[config.mk]
export PLATFORM = sky130hd
export DESIGN_NAME = reset_seq_flat
export DESIGN_NICKNAME = d
export VERILOG_FILES = /design/src/rtl/reset_seq_pkg.sv /design/src/rtl/reset_seq_if.sv /design/src/rtl/reset_seq_debounce.sv /design/src/rtl/reset_seq.sv /design/src/flat_wrapper.sv
export SDC_FILE = /design/constraint.sdc
export NUM_CORES = 1
export LEC_CHECK = 0
export ABC_AREA = 1
export BUFFER_PORTS_ARGS = -buffer_cell sky130_fd_sc_hd__buf_2
export CORE_MARGIN = 2
export CORE_UTILIZATION = 55
export DETAILED_ROUTE_END_ITERATION = 10
export PLACE_DENSITY = 0.75
export RECOVER_POWER = 25
export SYNTH_ARGS = -nofsm -noshare
export SYNTH_HDL_FRONTEND = slang
export SYNTH_SLANG_ARGS = --single-unit
[constraint.sdc]
create_clock -name sysclk -period 2.9 [get_ports sysclk]
set_clock_uncertainty 0.2 [all_clocks]
set_input_delay 0.145 -clock sysclk [delete_from_list [all_inputs] [get_ports sysclk]]
set_output_delay 0.145 -clock sysclk [all_outputs]
set_load 0.01 [all_outputs]
[src/rtl/reset_seq_pkg.sv]
`default_nettype none
// ============================================================================
// Module      : reset_seq_pkg
// Description : Shared types and helpers for the reset sequencer: the
//               sequencer state encoding, a clog2-style width helper and the
//               width of the lock-loss event counter.
// Revision    : 1.0 - initial release
// ============================================================================
package reset_seq_pkg;

  // Width of the saturating lock-loss event counter.
  localparam int LOCK_CNT_W = 8;

  typedef enum logic [1:0] {
    ST_HOLD    = 2'd0,
    ST_RELEASE = 2'd1,
    ST_RUN     = 2'd2
  } state_t;

  // Smallest w >= 1 such that 2**w >= n, i.e. clog2(n) clamped to 1 bit.
  function automatic int width_for(input int n);
    int w;
    w = 0;
    while ((64'd1 << w) < 64'(n)) begin
      w = w + 1;
    end
    if (w < 1) begin
      w = 1;
    end
    return w;
  endfunction

  function automatic int max3(input int a, input int b, input int c);
    int m;
    m = a;
    if (b > m) m = b;
    if (c > m) m = c;
    return m;
  endfunction

endpackage : reset_seq_pkg
`default_nettype wire

[src/rtl/reset_seq_if.sv]
`default_nettype none
// ============================================================================
// Module      : reset_seq_if
// Description : Signal bundle between the arcade top level and the reset
//               sequencer.
//                 dcm_locked     - DCM lock, asynchronous to sysclk
//                 button         - raw reset button, active-high, bouncy
//                 rst[NCH]       - per-channel reset, active-high
//                 ready          - all channels released
//                 lock_loss_cnt  - saturating lock-loss event count
//               master: the surrounding logic (drives lock/button)
//               slave : the sequencer (drives resets/status)
// Revision    : 1.0 - initial release
// ============================================================================
interface reset_seq_if #(
  parameter int NCH = 2
);
  import reset_seq_pkg::*;

  logic                  dcm_locked;
  logic                  button;
  logic [NCH-1:0]        rst;
  logic                  ready;
  logic [LOCK_CNT_W-1:0] lock_loss_cnt;

  modport master (
    output dcm_locked,
    output button,
    input  rst,
    input  ready,
    input  lock_loss_cnt
  );

  modport slave (
    input  dcm_locked,
    input  button,
    output rst,
    output ready,
    output lock_loss_cnt
  );

endinterface : reset_seq_if
`default_nettype wire

[src/rtl/reset_seq_debounce.sv]
`default_nettype none
// ============================================================================
// Module      : reset_seq_debounce
// Description : Reset-button conditioning. Two-flop synchroniser followed by
//               a level debouncer: btn_db follows the synchronised button only
//               after it has disagreed for DEB_CYCLES consecutive cycles.
// Ports       : sysclk  - system clock
//               reset_n - asynchronous active-low reset
//               button  - raw asynchronous button input
//               btn_db  - debounced, synchronised button level
// Revision    : 1.0 - initial release
// ============================================================================
module reset_seq_debounce #(
  parameter int DEB_CYCLES = 65535,
  parameter int CNT_W      = 16
) (
  input  wire logic sysclk,
  input  wire logic reset_n,
  input  wire logic button,
  output logic      btn_db
);

  logic             button_meta;
  logic             button_s;
  logic [CNT_W-1:0] deb_cnt;

  always_ff @(posedge sysclk or negedge reset_n) begin
    if (!reset_n) begin
      button_meta <= 1'b0;
      button_s    <= 1'b0;
      btn_db      <= 1'b0;
      deb_cnt     <= '0;
    end else begin
      button_meta <= button;
      button_s    <= button_meta;
      // Any cycle where the input agrees with the debounced level restarts
      // the qualification window.
      if (button_s != btn_db) begin
        if (deb_cnt == CNT_W'(DEB_CYCLES - 1)) begin
          btn_db  <= button_s;
          deb_cnt <= '0;
        end else begin
          deb_cnt <= deb_cnt + CNT_W'(1);
        end
      end else begin
        deb_cnt <= '0;
      end
    end
  end

endmodule : reset_seq_debounce
`default_nettype wire

[src/rtl/reset_seq.sv]
`default_nettype none
// ============================================================================
// Module      : reset_seq
// Description : Power-on / run-time reset sequencer. Waits for DCM lock plus
//               HOLD_CYCLES, then releases NCH reset channels from bit 0
//               upward, STAGE_CYCLES apart. Lock loss (or a debounced button
//               press) drops every channel back into reset. Lock-loss events
//               are counted (saturating) for debug.
// Ports       : sysclk  - system clock, all logic on posedge
//               reset_n - asynchronous active-low reset
//               bus     - reset_seq_if slave (dcm_locked, button in;
//                         rst, ready, lock_loss_cnt out)
// Options     : RESET_SEQ_BUTTON_EN - when defined, the button is
//               synchronised, debounced and included in the abort condition;
//               otherwise the button input is ignored.
// Revision    : 1.0 - initial release
// ============================================================================
module reset_seq
  import reset_seq_pkg::*;
#(
  parameter int NCH          = 2,
  parameter int HOLD_CYCLES  = 255,
  parameter int STAGE_CYCLES = 16,
  parameter int DEB_CYCLES   = 65535
) (
  input  wire logic  sysclk,
  input  wire logic  reset_n,
  reset_seq_if.slave bus
);

  localparam int CNT_W   = width_for(max3(HOLD_CYCLES, STAGE_CYCLES, DEB_CYCLES) + 1);
  localparam int STAGE_W = width_for(NCH + 1);

  // --------------------------------------------------------------------------
  // Lock synchroniser and lock-loss counter
  // --------------------------------------------------------------------------
  logic                  locked_meta;
  logic                  locked_s;
  logic [LOCK_CNT_W-1:0] lock_loss_cnt;

  always_ff @(posedge sysclk or negedge reset_n) begin
    if (!reset_n) begin
      locked_meta   <= 1'b0;
      locked_s      <= 1'b0;
      lock_loss_cnt <= '0;
    end else begin
      locked_meta <= bus.dcm_locked;
      locked_s    <= locked_meta;
      // locked_meta is the value locked_s takes on this edge, so this counts
      // the 1->0 transition of locked_s on the edge it happens.
      if (locked_s && !locked_meta && (lock_loss_cnt != {LOCK_CNT_W{1'b1}})) begin
        lock_loss_cnt <= lock_loss_cnt + LOCK_CNT_W'(1);
      end
    end
  end

  // --------------------------------------------------------------------------
  // Abort condition
  // --------------------------------------------------------------------------
  logic abort;

`ifdef RESET_SEQ_BUTTON_EN
  logic btn_db;

  reset_seq_debounce #(
    .DEB_CYCLES (DEB_CYCLES),
    .CNT_W      (CNT_W)
  ) u_debounce (
    .sysclk  (sysclk),
    .reset_n (reset_n),
    .button  (bus.button),
    .btn_db  (btn_db)
  );

  assign abort = !locked_s || btn_db;
`else
  wire unused_button = bus.button;

  assign abort = !locked_s;
`endif

  // --------------------------------------------------------------------------
  // Sequencer FSM
  // --------------------------------------------------------------------------
  state_t             state_q, state_d;
  logic [CNT_W-1:0]   cnt_q, cnt_d;
  logic [STAGE_W-1:0] stage_q, stage_d;
  logic [NCH-1:0]     rst_q, rst_d;
  logic               ready_q, ready_d;

  always_ff @(posedge sysclk or negedge reset_n) begin
    if (!reset_n) begin
      state_q <= ST_HOLD;
      cnt_q   <= '0;
      stage_q <= '0;
      rst_q   <= '1;
      ready_q <= 1'b0;
    end else begin
      state_q <= state_d;
      cnt_q   <= cnt_d;
      stage_q <= stage_d;
      rst_q   <= rst_d;
      ready_q <= ready_d;
    end
  end

  // Released channels always form a contiguous run from bit 0, so releasing
  // the next channel is a left shift that brings a 0 into bit 0.
  always_comb begin
    state_d = state_q;
    cnt_d   = cnt_q;
    stage_d = stage_q;
    rst_d   = rst_q;
    ready_d = ready_q;

    if (abort) begin
      state_d = ST_HOLD;
      cnt_d   = '0;
      stage_d = '0;
      rst_d   = '1;
      ready_d = 1'b0;
    end else begin
      case (state_q)
        ST_HOLD: begin
          if (cnt_q == CNT_W'(HOLD_CYCLES - 1)) begin
            rst_d = rst_q << 1;
            cnt_d = '0;
            if (NCH == 1) begin
              state_d = ST_RUN;
              ready_d = 1'b1;
            end else begin
              state_d = ST_RELEASE;
              stage_d = STAGE_W'(1);
            end
          end else begin
            cnt_d = cnt_q + CNT_W'(1);
          end
        end

        ST_RELEASE: begin
          if (cnt_q == CNT_W'(STAGE_CYCLES - 1)) begin
            rst_d   = rst_q << 1;
            cnt_d   = '0;
            stage_d = stage_q + STAGE_W'(1);
            if (stage_q == STAGE_W'(NCH - 1)) begin
              state_d = ST_RUN;
              ready_d = 1'b1;
            end
          end else begin
            cnt_d = cnt_q + CNT_W'(1);
          end
        end

        ST_RUN: begin
          // Holds until an abort.
        end

        default: begin
          state_d = ST_HOLD;
          cnt_d   = '0;
          stage_d = '0;
          rst_d   = '1;
          ready_d = 1'b0;
        end
      endcase
    end
  end

  assign bus.rst           = rst_q;
  assign bus.ready         = ready_q;
  assign bus.lock_loss_cnt = lock_loss_cnt;

endmodule : reset_seq
`default_nettype wire

[src/flat_wrapper.sv]
// flat-port wrapper written by rule: the top's interface ports become plain ports
module reset_seq_flat import reset_seq_pkg::*;
#(
  parameter int NCH          = 2,
  parameter int HOLD_CYCLES  = 255,
  parameter int STAGE_CYCLES = 16,
  parameter int DEB_CYCLES   = 65535
)
  (sysclk, reset_n, bus_dcm_locked, bus_button, bus_rst, bus_ready, bus_lock_loss_cnt);
  reset_seq_if #(.NCH(NCH)) bus_i ();
  input  wire logic sysclk;
  input  wire logic reset_n;
  input wire logic [$bits(bus_i.dcm_locked)-1:0] bus_dcm_locked;
  input wire logic [$bits(bus_i.button)-1:0] bus_button;
  output wire logic [$bits(bus_i.rst)-1:0] bus_rst;
  output wire logic [$bits(bus_i.ready)-1:0] bus_ready;
  output wire logic [$bits(bus_i.lock_loss_cnt)-1:0] bus_lock_loss_cnt;
  assign bus_i.dcm_locked = bus_dcm_locked;
  assign bus_i.button = bus_button;
  assign bus_rst = bus_i.rst;
  assign bus_ready = bus_i.ready;
  assign bus_lock_loss_cnt = bus_i.lock_loss_cnt;
  reset_seq #(.NCH(NCH), .HOLD_CYCLES(HOLD_CYCLES), .STAGE_CYCLES(STAGE_CYCLES), .DEB_CYCLES(DEB_CYCLES)) u_core (.sysclk(sysclk), .reset_n(reset_n), .bus(bus_i));
endmodule
== After elaboration in Yosys (flattened, before gate mapping) ==
Cells that the tools add are included.

* Reduce and logical (&&, ||, !) cells: 8
* Muxes and demuxes: 20
* Add/subtract/negate cells: 3
* Eq/ne operators: 11

{| class="wikitable"
|+ Operators by type and width
! kind !! number
|-
| $mux W16 || 3
|-
| $pmux W16 S3 || 1
|-
| $mux W2 || 9
|-
| $pmux W2 S3 || 3
|-
| $add A16 B1 Y16 const B || 1
|-
| $eq A16 B4 Y1 const B || 1
|-
| $eq A16 B8 Y1 const B || 1
|-
| $ne A3 B3 Y1 const B || 3
|-
| $add A8 B1 Y8 const B || 1
|-
| $ne A8 B8 Y1 const B || 1
|-
| $reduce_and A3 Y1 || 2
|-
| $eq A2 B1 Y1 const B || 2
|-
| $ne A2 B2 Y1 const B || 2
|-
| $reduce_and A4 Y1 || 1
|-
| $mux W1 || 3
|-
| $add A2 B1 Y2 const B || 1
|-
| $eq A2 B2 Y1 const B || 1
|-
| $logic_and A1 B1 Y1 || 2
|-
| $logic_not A2 Y1 || 1
|-
| $pmux W1 S2 || 1
|-
| $reduce_or A2 Y1 || 1
|-
| $logic_not A1 Y1 || 1
|}

* Output and inout bits: 11
* Register bits after elaboration: 33
* Word-level logic and storage cells: 50

== Depth between registers and ports, before layout ==
Gate-level depths: netlist (run 1).

* Word-level depth: 5
* Gate-level depth with buffers: 10
* Gate-level depth less buffers: 9

== Worst setup path before layout (run 1) ==
Ideal clock, no wire load.

* Kind: flip-flop to flip-flop
* Start: reg u_core.cnt_q[0]
* End: reg u_core.cnt_q[12]
* Setup slack: 1.291 ns
* Stages on the path, launching flop included: 11
* Required time: 2.584 ns
* Buffers on the path: 1
* Library setup time: 0.116 ns
* Arrival: 1.293 ns
* Path through: dfrtp_1 > inv_1 > ha_1 > nand3_1 > nor2_2 > nand3_1 > nand2_2 > nand2_4 > inv_4 > buf_6 > nor2_1

* Word-level cells in the longest chain between the ends: 4
* Elaborated cells on any way between the ends: 7

{| class="wikitable"
|+ Ends and longest elaborated chain
! item !! RTL line !! RTL
|-
| from (decl) || reset_seq.sv:86 || <nowiki>logic [CNT_W-1:0] cnt_q, cnt_d;</nowiki>
|-
| from (signal assigned) || reset_seq.sv:100 || <nowiki>cnt_q <= cnt_d;</nowiki>
|-
| $add A16 B1 Y16, or another cell as far along || reset_seq.sv:136, reset_seq.sv:150 ||
|-
| $mux W16, on equally long branches || reset_seq.sv:141, reset_seq.sv:125 ||
|-
| $pmux W16 S3 (*) || reset_seq.sv:123 || <nowiki>case (state_q)</nowiki>
|-
| $mux W16 (*) || reset_seq.sv:116 || <nowiki>if (abort) begin</nowiki>
|}

Every way passes the cells marked *; elsewhere a longest branch is shown, timed or not.
A chain may end at the register's enable or synchronous reset.

==> results of run 1 <==
==> layout make-up <==
type | count | area share [%]
clock buffer | 8 | 2.91
inverter | 26 | 4.95
multi-input combinational | 182 | 43.8
sequential | 33 | 41.0
tap | 46 | 2.85
timing repair buffer | 16 | 4.46
==> synthesized netlist by cell type <==
| cell type | instances |
|---|---|
| o21bai_1 | 1 |
| nand4_1 | 4 |
| nand3b_1 | 1 |
| inv_2 | 2 |
| o22ai_1 | 3 |
| o211ai_1 | 1 |
| inv_1 | 23 |
| xor2_1 | 5 |
| nand3_1 | 18 |
| nand2_2 | 4 |
| nand3_2 | 1 |
| a21boi_0 | 1 |
| nand2_4 | 1 |
| nor2_4 | 2 |
| dfstp_2 | 2 |
| dfrtp_1 | 31 |
| nor2_1 | 36 |
| o21ai_0 | 6 |
| nand2_1 | 79 |
| ha_1 | 4 |
| nor3_1 | 4 |
| inv_4 | 1 |
| a21oi_1 | 3 |
| buf_6 | 1 |
| nor2_2 | 3 |
| buf_4 | 2 |
| xnor2_1 | 5 |
==> metrics by stage <==
stage	cells	cell area (µm²)	hold WS (ns)	power (W)
floorplan	244	1840	-0.351	0.000665
global placement	301	1940	0.0444	0.000724
detailed placement	301	1940	0.0440	0.000730
CTS	311	2020	0.190	0.00101
global route	311	2020	0.203	0.00106
finish	311	2020	0.189	0.000991
==> cells by family after synthesis <==
| logic type | count (synthesis) |
|---|---|
| flops | 33 |
| simple gates | 153 |
| fa+ha+maj | 4 |
| compound gates | 15 |
| xor+xnor | 10 |
| buf+inv | 29 |
==> metal layers <==
layer	up-vias	part of all wire, %	GRT usage, %
met2	22	45	32.8
li1	804	-	-
met1	704	50	28.0
met5	-	0	0
met3	5	3.7	5.59
met4	0	1.6	8.81
==> layout by cell type, fill, tap and decap left out, drive strengths merged <==
| cell type | count |
|---|---|
| dfstp | 2 |
| xor2 | 5 |
| o21ai | 6 |
| a21boi | 1 |
| nand4 | 4 |
| dfrtp | 31 |
| nor3 | 4 |
| buf | 12 |
| ha | 4 |
| nor2 | 41 |
| dlygate4sd3 | 2 |
| clkbuf | 10 |
| xnor2 | 5 |
| a21oi | 3 |
| o22ai | 3 |
| nand3 | 19 |
| o211ai | 1 |
| o21bai | 1 |
| nand3b | 1 |
| nand2 | 84 |
| inv | 26 |
==> registers in the layout (all words and copies together) (netlist names) <==
signal / flops
u_core.cnt_q: 16
u_core.bus.lock_loss_cnt: 8
u_core.bus.rst: 2
u_core.stage_q: 2
u_core.state_q: 2
u_core.bus.ready: 1
u_core.locked_meta: 1
u_core.locked_s: 1
==> power by group <==
part / switching (W) / internal (W) / total [W]
clock network: 0.000151 / 0.000120 / 0.000271
logic: 0.0000905 / 0.0000738 / 0.000164
registers: 0.0000529 / 0.000503 / 0.000556
total: 0.000295 / 0.000696 / 0.000991
==> worst max path at each step <==
| stage | startpoint | end | slack, ns | depth (start not counted) |
|---|---|---|---|---|
| 5_1_grt | reset_n | u_core.state_q[0] | 0.42 | 2 |
| 6_report | reset_n | u_core.bus.ready | 0.89 | 2 |
| 3_5_place_dp | u_core.bus.lock_loss_cnt[0] | u_core.bus.lock_loss_cnt[7] | 1.02 | 8 |
| 3_3_place_gp | u_core.bus.lock_loss_cnt[0] | u_core.bus.lock_loss_cnt[7] | 1.05 | 8 |
| 4_1_cts | u_core.bus.lock_loss_cnt[0] | u_core.bus.lock_loss_cnt[7] | 1.01 | 8 |
| 2_1_floorplan | u_core.cnt_q[0] | u_core.cnt_q[12] | 1.29 | 10 |
==> impl_metrics.csv, run 1 <==
group,metric,value,unit
outcome,status,"finished with violations",
outcome,violations,"capacitance limit, slew limit",
power_and_ir_drop,p_leak,1.02,nW
clock_network,cts.sinks,33,
synth,synth.area.mux_share,0,%
final_layout,area_growth_syn_to_layout,9.79,%
clock_network,cts_tree,"done",
synth,synth-compound-area-share,4.69,%
worst_setup_path,path_delay_family,"buffers and inverters",
drt,vias,1535,
worst_setup_path,crit_buf_inv,2,
worst_setup_path,start_kind,"input port",
clock_network,clock_latency,0.34,ns
clock_network,post_cts.repair.setup_buffers,0,
floorplan,dieArea,3830,µm²
synth,synth_top_area_share,42.1,%
synth,synth-simple-area-share,36.0,%
sta,setup_slack,0.892,ns
drt,drt_iter0_drc,50,
place,hpwl,2.46,mm
worst_setup_path,ff2ff_path_depth,8,
floorplan,rows,21,
sta,fmax,498,MHz
place,dp_slack,1.02,ns
final_layout,n_antenna_cell,0,
synth,synth_xor_area_share,4.76,%
synth,yosysTopAreaCell,"dfrtp_1",
floorplan,die_h,61.9,µm
final_layout,utilization,61.5,%
synth,synth_top_family_by_area,"simple AND/OR/NAND/NOR gates",
worst_setup_path,rrSetupSlack,1.02,ns
clock_network,cts_hold_buf,2,
synth,synth_area_leaders,"dfrtp_1 (42%), nand2_1 (16%), nor2_1 (7.3%)",
worst_hold_path,hold_path.class,"reg -> reg",
grt,grt_max_degree,34,
synth,yosysWarnings,0,
clock_network,clkTransAtPathRegs,0.11,ns
synth,synthAdderAreaFrac,2.72,%
floorplan,ios,15,
drt,finalWirelength,3.36,mm
sta,worst_pin_slew,1.74,ns
final_layout,multi_input_area,886,µm²
clock_network,ctsHtreeMaxLevel,2,
final_layout,register_area,828,µm²
run,max_cap_violations,1,
sta,rsz0062_at_grt,"false",
synth,syn_inst,244,
synth,ys_ff_latch,33,
power_and_ir_drop,ir_drop,0.000588,V
grt,grt_usage,21.1,%
drt,drc_errors,0,
floorplan,fp.dieW,61.9,µm
power_and_ir_drop,power.density,490,nW/µm²
worst_hold_path,min_delay_worst_endpoint,"u_core.locked_s",
synth,syn_avg_cell_area,7.54,µm²
drt,via_per_inst,4.94,
final_layout,final_nets,272,
grt,grt_pass1_vias,1358,
floorplan,start_util,56.0,%
sta,min_period,2.01,ns
floorplan,coreArea,3280,µm²
worst_setup_path,critPathMaxStageDelay,1.25,ns
drt,drtAntennaViolNets,0,
sta,drv_slew,34,
worst_setup_path,cp_cell_sequence,"dlygate4sd3_1 -> clkbuf_1",
final_layout,drive_above_1_share,12.8,%
worst_setup_path,path_max_fanout,33,
synth,synth.cell_area,1840,µm²
sta,setup_viol,0,
place,numPortBuffers,13,
clock_network,clock_tree.buffer_depth,2,
drt,wl_per_cell,10.8,µm
worst_setup_path,regToRegEndpoint,"u_core.bus.lock_loss_cnt[7]",
worst_setup_path,arrival,1.93,ns
worst_setup_path,crit_path_top_delay_cell,"clkbuf_1",
grt,grt_overflow,0,
sta,relSlewSlack,-16.3,%
synth,synth_cell_types,27,
synth,ys_seq_area_share,45.0,%
grt,grt_pass1_wl,5.91,mm
worst_hold_path,whs_path_depth,0,
worst_hold_path,hp-start,"u_core.locked_meta",
place,gp_congestion,0.869,
sta,hold_viol_final,0,
clock_network,cts_resized,0,
final_layout,fillers,305,
clock_network,cts_root_buf,"clkbuf_4",
worst_setup_path,worst_setup_path_end_kind,"asynchronous set/reset pin",
clock_network,cts_buffers,5,
synth,syn_nets,252,
worst_setup_path,r2r_start,"u_core.bus.lock_loss_cnt[0]",
sta,period_share,69.2,%
sta,setup_tns,0,ns
grt,antenna_found_initial,0,
worst_setup_path,worstSetupPathType,"in -> async",
drt,drtPass1Iterations,4,
worst_setup_path,required,2.82,ns
Power figures use the tool's default switching activity.
==> inputs of run 2 (changes only) <==
==> constraint.sdc (replaced) <==
create_clock -name sysclk -period 1.9 [get_ports sysclk]
set_clock_uncertainty 0.2 [all_clocks]
set_input_delay 0.095 -clock sysclk [delete_from_list [all_inputs] [get_ports sysclk]]
set_output_delay 0.095 -clock sysclk [all_outputs]
set_load 0.01 [all_outputs]
==> run 2 against run 1 <==
The flow now finishes without violations. Combinational power is 74% higher. Largest cell class unchanged. Die area stayed put. Clock power is 55% higher.
==> impl_metrics.csv, run 2 (synthesized netlist as in run 1, its figures left out) <==
group,metric,value,unit
floorplan,fp.dieW,61.9,µm
sta,period_share,93.4,%
sta,drv_slew,0,
floorplan,coreArea,3280,µm²
clock_network,clock_latency,0.34,ns
worst_setup_path,ff2ff_path_depth,9,
final_layout,final_nets,280,
place,gp_congestion,0.854,
worst_setup_path,start_kind,"flip-flop",
worst_setup_path,crit_start,"u_core.cnt_q[0]",
worst_setup_path,required,1.93,ns
floorplan,rows,21,
grt,grt_max_degree,34,
grt,antenna_found_initial,0,
worst_hold_path,hold_path.class,"in -> async",
place,place_inst,307,
worst_setup_path,r2r_start,"u_core.cnt_q[0]",
sta,relSlewSlack,45.2,%
power_and_ir_drop,power.density,739,nW/µm²
worst_setup_path,path_max_fanout,13,
worst_setup_path,critPathMaxStageDelay,0.38,ns
worst_setup_path,cpMostUsedCell,"nand3_1",
worst_setup_path,rrSetupSlack,0.13,ns
final_layout,reg_top3,"u_core.cnt_q: 16 flops, u_core.bus.lock_loss_cnt: 8 flops",
grt,grt_pass1_vias,1338,
final_layout,regMostFlops,"u_core.cnt_q",
drt,drt_iter0_drc,65,
drt,drtAntennaViolNets,0,
final_layout,fillers,304,
clock_network,cts.sinks,33,
worst_setup_path,worstSetupPathType,"reg -> reg",
final_layout,drive_above_1_share,17.2,%
run,max_cap_violations,0,
power_and_ir_drop,p_leak,1.07,nW
sta,setup_viol,0,
worst_setup_path,cp_cell_sequence,"inv_1 -> ha_1 -> nand3_1 -> nor2_2 -> nand3_1 -> nand2_2 -> nand2_4 -> inv_4 -> nor2_1",
floorplan,die_h,61.9,µm
final_layout,register_area,828,µm²
clock_network,cts_buffers,5,
grt,grt_usage,21.3,%
floorplan,start_util,56.0,%
drt,via_per_inst,4.92,
drt,drtPass1Iterations,4,
drt,wl_per_cell,11.4,µm
final_layout,stdcell_count,319,
worst_setup_path,worst_setup_path_end_kind,"flip-flop",
worst_setup_path,regToRegEndpoint,"u_core.cnt_q[0]",
power_and_ir_drop,p_total,0.00155,W
drt,vias,1569,
final_layout,final_common_cell,"nand2_1",
worst_setup_path,arrival,1.80,ns
worst_setup_path,crit_path_top_delay_cell,"dfrtp_1",
final_layout,multi_input_area,898,µm²
outcome,status,"finished, final reports clean",
final_layout,layout_common_cells,"nand2_1 (77), nor2_1 (35), dfrtp_1 (31), inv_1 (23), nand3_1 (18)",
grt,grt_overflow,0,
sta,setup_tns,0,ns
sta,fmax,564,MHz
grt,grt_pass1_wl,5.85,mm
final_layout,largest_reg_flops,16,
place,hpwl,2.54,mm
worst_setup_path,endpoint,"u_core.cnt_q[0]",
clock_network,cts_root_buf,"clkbuf_4",
sta,whs,0.166,ns
sta,worst_pin_slew,0.821,ns
final_layout,area_growth_syn_to_layout,13.9,%
clock_network,cts_tree,"done",
floorplan,ios,15,
clock_network,ctsHtreeMaxLevel,2,
place,numPortBuffers,13,
clock_network,clock_tree.buffer_depth,2,
final_layout,n_antenna_cell,0,
drt,finalWirelength,3.62,mm
floorplan,dieArea,3830,µm²
drt,drc_errors,0,
sta,min_period,1.77,ns
power_and_ir_drop,ir_drop,0.000691,V
clock_network,clkTransAtPathRegs,0.10,ns
sta,hold_viol_final,0,
-- run 2: power by group --
part	switching (W)	internal, W
sequential	0.0000762	0.000768
combinational	0.000154	0.000132
clock	0.000237	0.000182
-- run 2: repair_timing --
action / CTS / global route
gates resized for setup: 0 / 4
setup buffers: 0 / 2
hold buffers: 2 / 0
setup endpoints to repair: 0 / 19
endpoints found under the hold margin: 32 / 0
-- run 2: worst min path at each step --
stage                         startpoint  depth (start not counted)                          end
after global placement           reset_n                          1              u_core.cnt_q[6]
final                            reset_n                          2  u_core.bus.lock_loss_cnt[2]
after CTS                        reset_n                          2              u_core.cnt_q[6]
after floorplan                  reset_n                          0  u_core.bus.lock_loss_cnt[0]
after global routing      bus_dcm_locked                          2           u_core.locked_meta
after detailed placement         reset_n                          1              u_core.cnt_q[6]
-- run 2: routing by layer --
metal | track usage [%] | wire [µm]
met1 | 28.9 | 1750
met2 | 32.8 | 1710
met3 | 6.21 | 109
met4 | 7.29 | 59
met5 | 0 | 0
-- run 2: critical path, delay by kind of cell (launching register included) --
kind / cells / cell delay [ns]
simple gates: 6 / 0.69
flops: 1 / 0.38
buf+inv: 2 / 0.24
fa+ha+maj: 1 / 0.15
-- run 2: layout make-up --
cell class,count,area share [%]
Multi-Input combinational cell,182,42.9
Sequential cell,33,39.5
Timing Repair Buffer,24,7.28
Inverter,26,4.78
Clock buffer,8,2.81
Tap cell,46,2.75
-- run 2: per-stage QoR --
stage	util, %	instance area (µm²)	setup WS, ns
6_report	63.8	2100	0.126
5_1_grt	63.8	2100	-0.00195
4_1_cts	63.0	2070	0.0654
3_5_place_dp	60.6	1990	0.0913
3_3_place_gp	60.6	1990	0.135
2_1_floorplan	-	1840	0.291
